[src/rtl/ccip_tx_rr_sched_if.sv]
// Bundle of request, response and grant signals between the sub-AFU side
// (master) and the round-robin Tx scheduler (slave).
interface ccip_tx_rr_sched_if #(
  parameter int NUM_SUB_AFUS = 8,
  parameter int IDX_W        = $clog2(NUM_SUB_AFUS)
);
  logic [NUM_SUB_AFUS-1:0] req_valid;
  logic                    up_almFull;
  logic                    rsp_valid;
  logic [IDX_W-1:0]        rsp_idx;
  logic                    grant_valid;
  logic [IDX_W-1:0]        grant_idx;
  logic [NUM_SUB_AFUS-1:0] grant_onehot;
  logic [NUM_SUB_AFUS-1:0] credit_exhausted;
  logic                    rsp_underflow;
  logic [31:0]             stat_grants;

  modport master (
    output req_valid, up_almFull, rsp_valid, rsp_idx,
    input  grant_valid, grant_idx, grant_onehot, credit_exhausted,
           rsp_underflow, stat_grants
  );

  modport slave (
    input  req_valid, up_almFull, rsp_valid, rsp_idx,
    output grant_valid, grant_idx, grant_onehot, credit_exhausted,
           rsp_underflow, stat_grants
  );
endinterface

[src/rtl/ccip_tx_rr_sched.sv]
// Round-robin Tx grant scheduler with per-requester outstanding-credit limits.
// Optional grant counter enabled by macro CCIP_TX_SCHED_STATS_EN.
module ccip_tx_rr_sched #(
  parameter int NUM_SUB_AFUS    = 8,
  parameter int MAX_OUTSTANDING = 64
) (
  input  logic                   pClk,
  input  logic                   SoftReset,
  ccip_tx_rr_sched_if.slave      bus
);
  localparam int IDX_W = $clog2(NUM_SUB_AFUS);
  localparam int CNT_W = $clog2(MAX_OUTSTANDING + 1);
  localparam logic [CNT_W-1:0] CNT_MAX = CNT_W'(MAX_OUTSTANDING);

  logic [CNT_W-1:0]        cnt_q [NUM_SUB_AFUS];
  logic [CNT_W-1:0]        cnt_d [NUM_SUB_AFUS];
  logic [IDX_W-1:0]        ptr_q, ptr_d;
  logic                    grant_valid_q, grant_valid_d;
  logic [IDX_W-1:0]        grant_idx_q, grant_idx_d;
  logic [NUM_SUB_AFUS-1:0] grant_onehot_q, grant_onehot_d;
  logic [NUM_SUB_AFUS-1:0] credit_exh_q, credit_exh_d;
  logic                    rsp_underflow_q, rsp_underflow_d;

  logic [NUM_SUB_AFUS-1:0] elig_s;
  logic [IDX_W-1:0]        cand_s [NUM_SUB_AFUS];
  logic                    win_found_s;
  logic [IDX_W-1:0]        win_idx_s;
  logic                    grant_fire_s;
  logic [NUM_SUB_AFUS-1:0] inc_s, hit_s;
  logic                    rsp_bad_s;

  // Eligibility and the rotated search order starting just past the last winner.
  always_comb begin
    for (int i = 0; i < NUM_SUB_AFUS; i++) begin
      elig_s[i] = bus.req_valid[i] && (cnt_q[i] < CNT_MAX);
      cand_s[i] = IDX_W'((int'(ptr_q) + i) % NUM_SUB_AFUS);
    end
  end

  always_comb begin
    win_found_s = 1'b0;
    win_idx_s   = ptr_q;
    for (int k = 0; k < NUM_SUB_AFUS; k++) begin
      if (!win_found_s && elig_s[cand_s[k]]) begin
        win_found_s = 1'b1;
        win_idx_s   = cand_s[k];
      end else begin
        win_found_s = win_found_s;
      end
    end
    grant_fire_s = win_found_s && !bus.up_almFull;
  end

  // Credit accounting; a grant and a response on the same index cancel out.
  always_comb begin
    rsp_bad_s = bus.rsp_valid && (int'(bus.rsp_idx) >= NUM_SUB_AFUS);
    for (int i = 0; i < NUM_SUB_AFUS; i++) begin
      inc_s[i] = grant_fire_s && (win_idx_s == IDX_W'(i));
      hit_s[i] = bus.rsp_valid && (bus.rsp_idx == IDX_W'(i));
      if (hit_s[i] && (cnt_q[i] == '0)) begin
        rsp_bad_s = 1'b1;
      end else begin
        rsp_bad_s = rsp_bad_s;
      end
      case ({inc_s[i], hit_s[i]})
        2'b10:   cnt_d[i] = cnt_q[i] + CNT_W'(1);
        2'b01:   cnt_d[i] = (cnt_q[i] == '0) ? cnt_q[i] : cnt_q[i] - CNT_W'(1);
        default: cnt_d[i] = cnt_q[i];
      endcase
      credit_exh_d[i] = (cnt_d[i] == CNT_MAX);
    end
    rsp_underflow_d = rsp_underflow_q || rsp_bad_s;
  end

  always_comb begin
    grant_valid_d = grant_fire_s;
    if (grant_fire_s) begin
      grant_idx_d    = win_idx_s;
      grant_onehot_d = NUM_SUB_AFUS'(1) << win_idx_s;
      ptr_d          = IDX_W'((int'(win_idx_s) + 1) % NUM_SUB_AFUS);
    end else begin
      grant_idx_d    = grant_idx_q;
      grant_onehot_d = '0;
      ptr_d          = ptr_q;
    end
  end

  // Scheduler state register with synchronous reset.
  always_ff @(posedge pClk) begin
    if (SoftReset) begin
      for (int i = 0; i < NUM_SUB_AFUS; i++) cnt_q[i] <= '0;
      ptr_q           <= '0;
      grant_valid_q   <= 1'b0;
      grant_idx_q     <= '0;
      grant_onehot_q  <= '0;
      credit_exh_q    <= '0;
      rsp_underflow_q <= 1'b0;
    end else begin
      for (int i = 0; i < NUM_SUB_AFUS; i++) cnt_q[i] <= cnt_d[i];
      ptr_q           <= ptr_d;
      grant_valid_q   <= grant_valid_d;
      grant_idx_q     <= grant_idx_d;
      grant_onehot_q  <= grant_onehot_d;
      credit_exh_q    <= credit_exh_d;
      rsp_underflow_q <= rsp_underflow_d;
    end
  end

  assign bus.grant_valid      = grant_valid_q;
  assign bus.grant_idx        = grant_idx_q;
  assign bus.grant_onehot     = grant_onehot_q;
  assign bus.credit_exhausted = credit_exh_q;
  assign bus.rsp_underflow    = rsp_underflow_q;

`ifdef CCIP_TX_SCHED_STATS_EN
  logic [31:0] stat_grants_q;

  // Free-running grant counter, wraps naturally at 32 bits.
  always_ff @(posedge pClk) begin
    if (SoftReset) begin
      stat_grants_q <= 32'd0;
    end else if (grant_fire_s) begin
      stat_grants_q <= stat_grants_q + 32'd1;
    end else begin
      stat_grants_q <= stat_grants_q;
    end
  end

  assign bus.stat_grants = stat_grants_q;
`else
  assign bus.stat_grants = 32'd0;
`endif

endmodule
[src/flat_wrapper.sv]
// flat-port wrapper written by rule: the top's interface ports become plain ports
module ccip_tx_rr_sched_flat 
#(
  parameter int NUM_SUB_AFUS    = 8,
  parameter int MAX_OUTSTANDING = 64
)
  (pClk, SoftReset, bus_req_valid, bus_up_almFull, bus_rsp_valid, bus_rsp_idx, bus_grant_valid, bus_grant_idx, bus_grant_onehot, bus_credit_exhausted, bus_rsp_underflow, bus_stat_grants);
  ccip_tx_rr_sched_if #(.NUM_SUB_AFUS(NUM_SUB_AFUS)) bus_i ();
  input  logic pClk;
  input  logic SoftReset;
  input wire logic [$bits(bus_i.req_valid)-1:0] bus_req_valid;
  input wire logic [$bits(bus_i.up_almFull)-1:0] bus_up_almFull;
  input wire logic [$bits(bus_i.rsp_valid)-1:0] bus_rsp_valid;
  input wire logic [$bits(bus_i.rsp_idx)-1:0] bus_rsp_idx;
  output wire logic [$bits(bus_i.grant_valid)-1:0] bus_grant_valid;
  output wire logic [$bits(bus_i.grant_idx)-1:0] bus_grant_idx;
  output wire logic [$bits(bus_i.grant_onehot)-1:0] bus_grant_onehot;
  output wire logic [$bits(bus_i.credit_exhausted)-1:0] bus_credit_exhausted;
  output wire logic [$bits(bus_i.rsp_underflow)-1:0] bus_rsp_underflow;
  output wire logic [$bits(bus_i.stat_grants)-1:0] bus_stat_grants;
  assign bus_i.req_valid = bus_req_valid;
  assign bus_i.up_almFull = bus_up_almFull;
  assign bus_i.rsp_valid = bus_rsp_valid;
  assign bus_i.rsp_idx = bus_rsp_idx;
  assign bus_grant_valid = bus_i.grant_valid;
  assign bus_grant_idx = bus_i.grant_idx;
  assign bus_grant_onehot = bus_i.grant_onehot;
  assign bus_credit_exhausted = bus_i.credit_exhausted;
  assign bus_rsp_underflow = bus_i.rsp_underflow;
  assign bus_stat_grants = bus_i.stat_grants;
  ccip_tx_rr_sched #(.NUM_SUB_AFUS(NUM_SUB_AFUS), .MAX_OUTSTANDING(MAX_OUTSTANDING)) u_core (.pClk(pClk), .SoftReset(SoftReset), .bus(bus_i));
endmodule
[config.mk]
export PLATFORM = sky130hd
export DESIGN_NAME = ccip_tx_rr_sched_flat
export DESIGN_NICKNAME = d
export VERILOG_FILES = /design/src/rtl/ccip_tx_rr_sched_if.sv /design/src/rtl/ccip_tx_rr_sched.sv /design/src/flat_wrapper.sv
export SDC_FILE = /design/constraint.sdc
export NUM_CORES = 1
export LEC_CHECK = 0
export ABC_AREA = 1
export BUFFER_PORTS_ARGS = -buffer_cell sky130_fd_sc_hd__buf_2
export CORE_AREA = 2 2 140 142
export CTS_CLUSTER_SIZE = 28
export DETAILED_ROUTE_END_ITERATION = 10
export DIE_AREA = 0 0 142 144
export PLACE_DENSITY = 0.61
export SYNTH_ARGS = -nofsm -noshare
export SYNTH_HDL_FRONTEND = slang
export SYNTH_SLANG_ARGS = --single-unit
[constraint.sdc]
create_clock -name pClk -period 3.68 [get_ports pClk]
set_input_delay 0.552 -clock pClk [delete_from_list [all_inputs] [get_ports pClk]]
set_output_delay 0.552 -clock pClk [all_outputs]
set_load 0.01 [all_outputs]
======== Word-level counts from Yosys, hierarchy flattened ========
Memories as Yosys holds them, arrays and structs flattened.
Index checks and enable logic that the tools add are counted.
word-level totals
  register bits ........................... 24
  memory bits (writable) .................. 56
  input port bits ......................... 15
  output and inout bits ................... 53
  memories kept ........................... 1
operators by class
  $add $sub $neg .......................... 24
  $lt $le $gt $ge ......................... 16
  equality and inequality tests ........... 38
  shift-type cells ........................ 1
  mux-type cells .......................... 66
  bitwise logic cells ..................... 9
  reduce and logical (&&, ||, !) cells .... 60
memories
  memory        depth  bits a word  rd ports  clocked after Yosys merged registers in  write ports  line                    text
  u_core.cnt_q  8      7            8         0                                        8            ccip_tx_rr_sched.sv:15  logic [CNT_W-1:0] cnt_q [NUM_SUB_AFUS];
operator list
  kind                                                                   number
  7-bit two-way mux                                                      16
  7-bit one-hot mux with 2 select lines                                  8
  7-bit by 1-bit adder with 7-bit output (second input constant)         8
  7-bit == test (second input constant)                                  8
  7-bit logical NOT                                                      8
  7-bit < comparator (second input constant)                             8
  7-bit by 1-bit subtractor with 7-bit output (second input constant)    8
  1-bit logical AND                                                      40
  3-bit by 4-bit < comparator with 1-bit output (second input constant)  8
  1-bit two-way mux                                                      27
  1-bit binary-select mux with 3-bit select                              8
  3-bit == test (second input constant)                                  8
  3-bit two-way mux                                                      7
  2-bit by 1-bit == test with 1-bit output (second input constant)       8
  2-bit == test (second input constant)                                  8
  3-bit adder (second input constant)                                    4
  3-bit by 2-bit == test with 1-bit output (second input constant)       4
  1-bit logical NOT                                                      8
  1-bit bitwise OR                                                       8
  1-bit by 3-bit << shifter with 8-bit output (first input constant)     1
  3-bit by 1-bit adder with 3-bit output (second input constant)         2
  3-bit by 2-bit adder with 3-bit output (second input constant)         2
  3-bit by 1-bit == test with 1-bit output (second input constant)       2
  3-bit logical NOT                                                      2
  3 further kinds                                                        3

======== Logic depth before layout (Yosys ltp) ========
An unclocked memory read counts as a cell.
  word-level depth ........................ 32
  depth in mapped cells ................... 32
  gate-level depth less buffers ........... 31

======== Least setup slack after synthesis ========
Ideal clock, no wire load.
  kind .................................... register to register
  start ................................... reg u_core.ptr_q[0]
  end ..................................... reg u_core.credit_exh_q[0] (netlist: u_core.bus.credit_exhausted[0])
  library setup time ...................... 0.092 ns
  arrival ................................. 3.817 ns
  required time ........................... 3.588 ns
  slack ................................... -0.229 ns
  stages on the path, launching flop included .. 28
  cells stage by stage .................... dfxtp_1 > inv_2 > buf_6 > ha_1 > inv_1 > nand3_1 > nand3_1 > nand2_2 > nor2_4 > nand4_4 > nor2_4 > nand2_2 > nor2_4 > inv_2 > o21ai_0 > o21bai_1 > nand2_2 > inv_1 > ha_1 > nand2_1 > nor2_4 > ha_1 > inv_1 > clkbuf_1 > o21ai_0 > o22ai_1 > nand2_1 > nor4_1
on the way
  longest elaborated chain between the ends .. 29
  elaborated cells between the ends (all ways) .. 59
  classes of those cells .................. add/sub (7); eq/ne (3); mux (32); reduce/logical (17)
RTL lines
  item                                                                              line                     text
  from (decl)                                                                       ccip_tx_rr_sched.sv:17   logic [IDX_W-1:0] ptr_q, ptr_d;
  from (signal assigned)                                                            ccip_tx_rr_sched.sv:100  ptr_q <= ptr_d;
  branches (longest 23 deep; another with 3-bit by 1-bit adder with 3-bit output)   --
  3-bit two-way mux (*)                                                             ccip_tx_rr_sched.sv:44   if (!win_found_s && elig_s[cand_s[k]]) begin
  net u_core.win_idx_s[1]                                                           ccip_tx_rr_sched.sv:27   logic [IDX_W-1:0] win_idx_s;
  3-bit logical NOT (*)                                                             ccip_tx_rr_sched.sv:58   inc_s[i] = grant_fire_s && (win_idx_s == IDX_W'(i));
  1-bit logical AND (*)                                                             ccip_tx_rr_sched.sv:58
  2-bit by 1-bit == test with 1-bit output / 2-bit == test (equally long branches)  ccip_tx_rr_sched.sv:65   case ({inc_s[i], hit_s[i]})
  7-bit one-hot mux with 2 select lines (*)                                         ccip_tx_rr_sched.sv:65
  7-bit == test (*)                                                                 ccip_tx_rr_sched.sv:70   credit_exh_d[i] = (cnt_d[i] == CNT_MAX);
  to (signal assigned)                                                              ccip_tx_rr_sched.sv:104  credit_exh_q <= credit_exh_d;
  to (decl)                                                                         ccip_tx_rr_sched.sv:21   logic [NUM_SUB_AFUS-1:0] credit_exh_q, credit_exh_d;
Mark *: on every way through the listed nets, which the timed path passes. The select of a mux whose other input is x is not followed.
A chain may end at the register's enable or synchronous reset.

======== Worst setup path after layout ========
Same ends and word-level chain as after synthesis.

==> impl_metrics.env <==
export IMPL_grt_max_degree=53
export IMPL_antenna_cells=0
export IMPL_drc=0
export IMPL_fin_cells=1431
export IMPL_cts_buffers=9
export IMPL_routed_wl_um=18190
export IMPL_overflow=0
export IMPL_fp_dieW_um=142
export IMPL_dpl_hpwl_um=13030
export IMPL_cts_max_level=3
export IMPL_synthFlopType="dfxtp_1"
export IMPL_max_cap_violations=0
export IMPL_slowest_delay_ns=0.36
export IMPL_io_pins=68
export IMPL_startpoint_type="register"
export IMPL_seq_area_frac_synth=0.2457
export IMPL_root_buffer="clkbuf_16"
export IMPL_violations="negative setup slack"
export IMPL_cp_slowest_cell="dfxtp_2"
export IMPL_clkSinkCount=80
export IMPL_synth_cells=1011
export IMPL_core_sq_um=19080
export IMPL_cts_tree="yes"
export IMPL_relSlewSlack=0.5822
export IMPL_avgSynthCellArea_sq_um=6.448
export IMPL_cp_max_fo=6
export IMPL_clkLatencyLatePin_ns=0.35
export IMPL_finalWeightedCongestion=0.9224
export IMPL_synth_seq_cells=80
export IMPL_synth_edf_count=0
export IMPL_final_common_cell="inv_1"
export IMPL_path_buf_inv=8
export IMPL_status="finished, violations left"
export IMPL_die_area_sq_um=20450
export IMPL_routedWlPerCell_um=12.71
export IMPL_final_setup_skew_ns=0.004863
export IMPL_initialDrtViolationCount=335
export IMPL_post_route_period_util=1.010
export IMPL_grt_pass1_wl_um=28410
export IMPL_grtUsageTotal=0.1721
export IMPL_dp_cells=1381
export IMPL_crit_path_end_kind="register"
export IMPL_rows=51
export IMPL_die_height_um=144
export IMPL_drive_above_1_share=0.2976
export IMPL_setup_viol=2
export IMPL_path_class="reg2reg"
export IMPL_cp_required_ns=3.94
export IMPL_async_reset_ff_frac=0
export IMPL_initial_core_util=0.3417
export IMPL_most_common_layout_cells="inv_1 (147), buf_4 (138), nor2_1 (125)"
export IMPL_max_slew_worst_pin_slew_ns=0.6267
export IMPL_ys_warn_count=0
export IMPL_finalCriticalPeriod_ns=3.716
export IMPL_setup_tns_ns=-0.05413
export IMPL_pre_cts_ws_ns=-0.3091
export IMPL_syn_area_sq_um=6519
export IMPL_slew_violations=0
export IMPL_critPathTopFamily="simple AND/OR/NAND/NOR gates"
export IMPL_num_vias=6889
export IMPL_whs_ns=0.4926
export IMPL_hold_violations=0
export IMPL_synth_distinct_cells=42
export IMPL_antenna_found_initial=0
export IMPL_fin_ws_ns=-0.03561
export IMPL_rsz0062_at_grt="yes"
export IMPL_portBuffers=35
export IMPL_routed_via_density=4.814
export IMPL_area_growth_pct=38.46
export IMPL_clkTransAtPathRegs_ns=0.06
export IMPL_ctsLongestPathBuffers=2
export IMPL_hold_path_class="reg2reg"
export IMPL_cp_arrival_ns=3.98
export IMPL_antenna_left=0
export IMPL_grt_pass1_vias=6258
export IMPL_fin_nets=1252
export IMPL_first_pass_iters=5
export IMPL_max_freq_ghz=0.2691
-- worst register-to-register path, delay by kind of cell, from the launching register on --
kind | cells | cell delay, ns
AOI/OAI and AO/OA | 3 | 0.41
adders and majority gates | 3 | 0.59
buffers and inverters | 8 | 0.71
and+or+nand+nor | 15 | 1.59
DFF | 1 | 0.36
-- path summary, 6_finish.rpt --
path | start | endpoint | slack [ns] | cells past startpoint
hold / removal | u_core.bus.grant_idx[2]$_SDFFE_PP0N_ | u_core.bus.grant_idx[2]$_SDFFE_PP0N_ | 0.49 | 2
setup reg to reg | u_core.ptr_q[0]$_SDFFE_PP0N_ | u_core.bus.credit_exhausted[0]$_SDFF_PP0_ | -0.04 | 29
setup / recovery | u_core.ptr_q[0]$_SDFFE_PP0N_ | u_core.bus.credit_exhausted[0]$_SDFF_PP0_ | -0.04 | 29
hold reg to reg | u_core.bus.grant_idx[2]$_SDFFE_PP0N_ | u_core.bus.grant_idx[2]$_SDFFE_PP0N_ | 0.49 | 2
-- flip-flops by register name, summed over array words and instances, names as in the netlist --
register,flops
u_core.bus.credit_exhausted,8
u_core.bus.grant_idx,3
u_core.ptr_q,3
u_core.bus.grant_valid,1
u_core.cnt_q,56
u_core.bus.rsp_underflow,1
u_core.bus.grant_onehot,8
-- cell type report --
type                    count  area, sq um
fillers                  1876        10050
multi-input cells         723         4633
flip-flops and latches     80         1604
repair buffers            192         1443
inverters                 182        720.7
well taps                 238        297.8
clock buffers              10        239.0
clock inverters             5        81.33
repair inverters            1        7.507
-- what timing repair did --
item / in CTS / in global routing
setup buffers: 16 / 18
endpoints found under the setup margin: 37 / 62
hold buffers: 0 / 0
resized for setup: 54 / 163
cloned: 0 / 1
pin swaps: 20 / 44
-- cells in the mapped netlist, types with 2 or more instances --
master	n	share of area
nor2_1	132	0.076
ha_1	48	0.092
dfxtp_1	80	0.25
a21oi_1	59	0.045
nor2_4	5	0.0086
a211oi_1	2	0.0023
a31oi_1	6	0.0058
xor2_1	20	0.027
o211ai_1	24	0.028
nor4_1	7	0.0067
buf_6	2	0.0035
o221ai_1	2	0.0027
xnor2_1	8	0.011
nand2_2	7	0.0067
clkinv_1	2	0.0012
nand2_1	127	0.073
nand3_1	106	0.081
nand4_1	4	0.0038
buf_4	33	0.038
inv_2	7	0.0040
nand3_2	2	0.0031
nor3_1	15	0.012
inv_1	172	0.099
o21a_1	2	0.0023
o22ai_1	16	0.015
o21ai_0	82	0.063
clkbuf_1	21	0.012
o311ai_0	6	0.0081
-- metal layers --
| layer | vias up | part of all wire | global-route usage |
|---|---|---|---|
| met5 | - | 0 | 0 |
| met4 | 0 | 0.029 | 0.08158 |
| met3 | 34 | 0.041 | 0.02748 |
| met2 | 139 | 0.49 | 0.2909 |
| met1 | 3118 | 0.44 | 0.2147 |
| li1 | 3598 | - | - |
-- metrics by stage --
step             util  area [sq um]
2_1_floorplan       -          6654
4_1_cts        0.4352          8304
6_report       0.4731          9026
5_1_grt        0.4731          9026
3_3_place_gp   0.4037          7702
3_5_place_dp   0.4037          7702
-- logic make-up (layout without fill, tap and decap cells) --
logic type                 count (synthesis)  after routing  synth area share
buffers and inverters                    239            390            0.1595
and+or+nand+nor                          409            409            0.2800
DFF                                       80             80            0.2457
xor gates and xnor gates                  29             29           0.04184
adders and majority gates                 48             48           0.09213
other                                      1             32         0.0005753
AOI/OAI and AO/OA                        205            205            0.1802
Power is left out: the tool's default activity adds up to more than one toggle a clock period on the data nets, which glitch-free logic cannot reach.
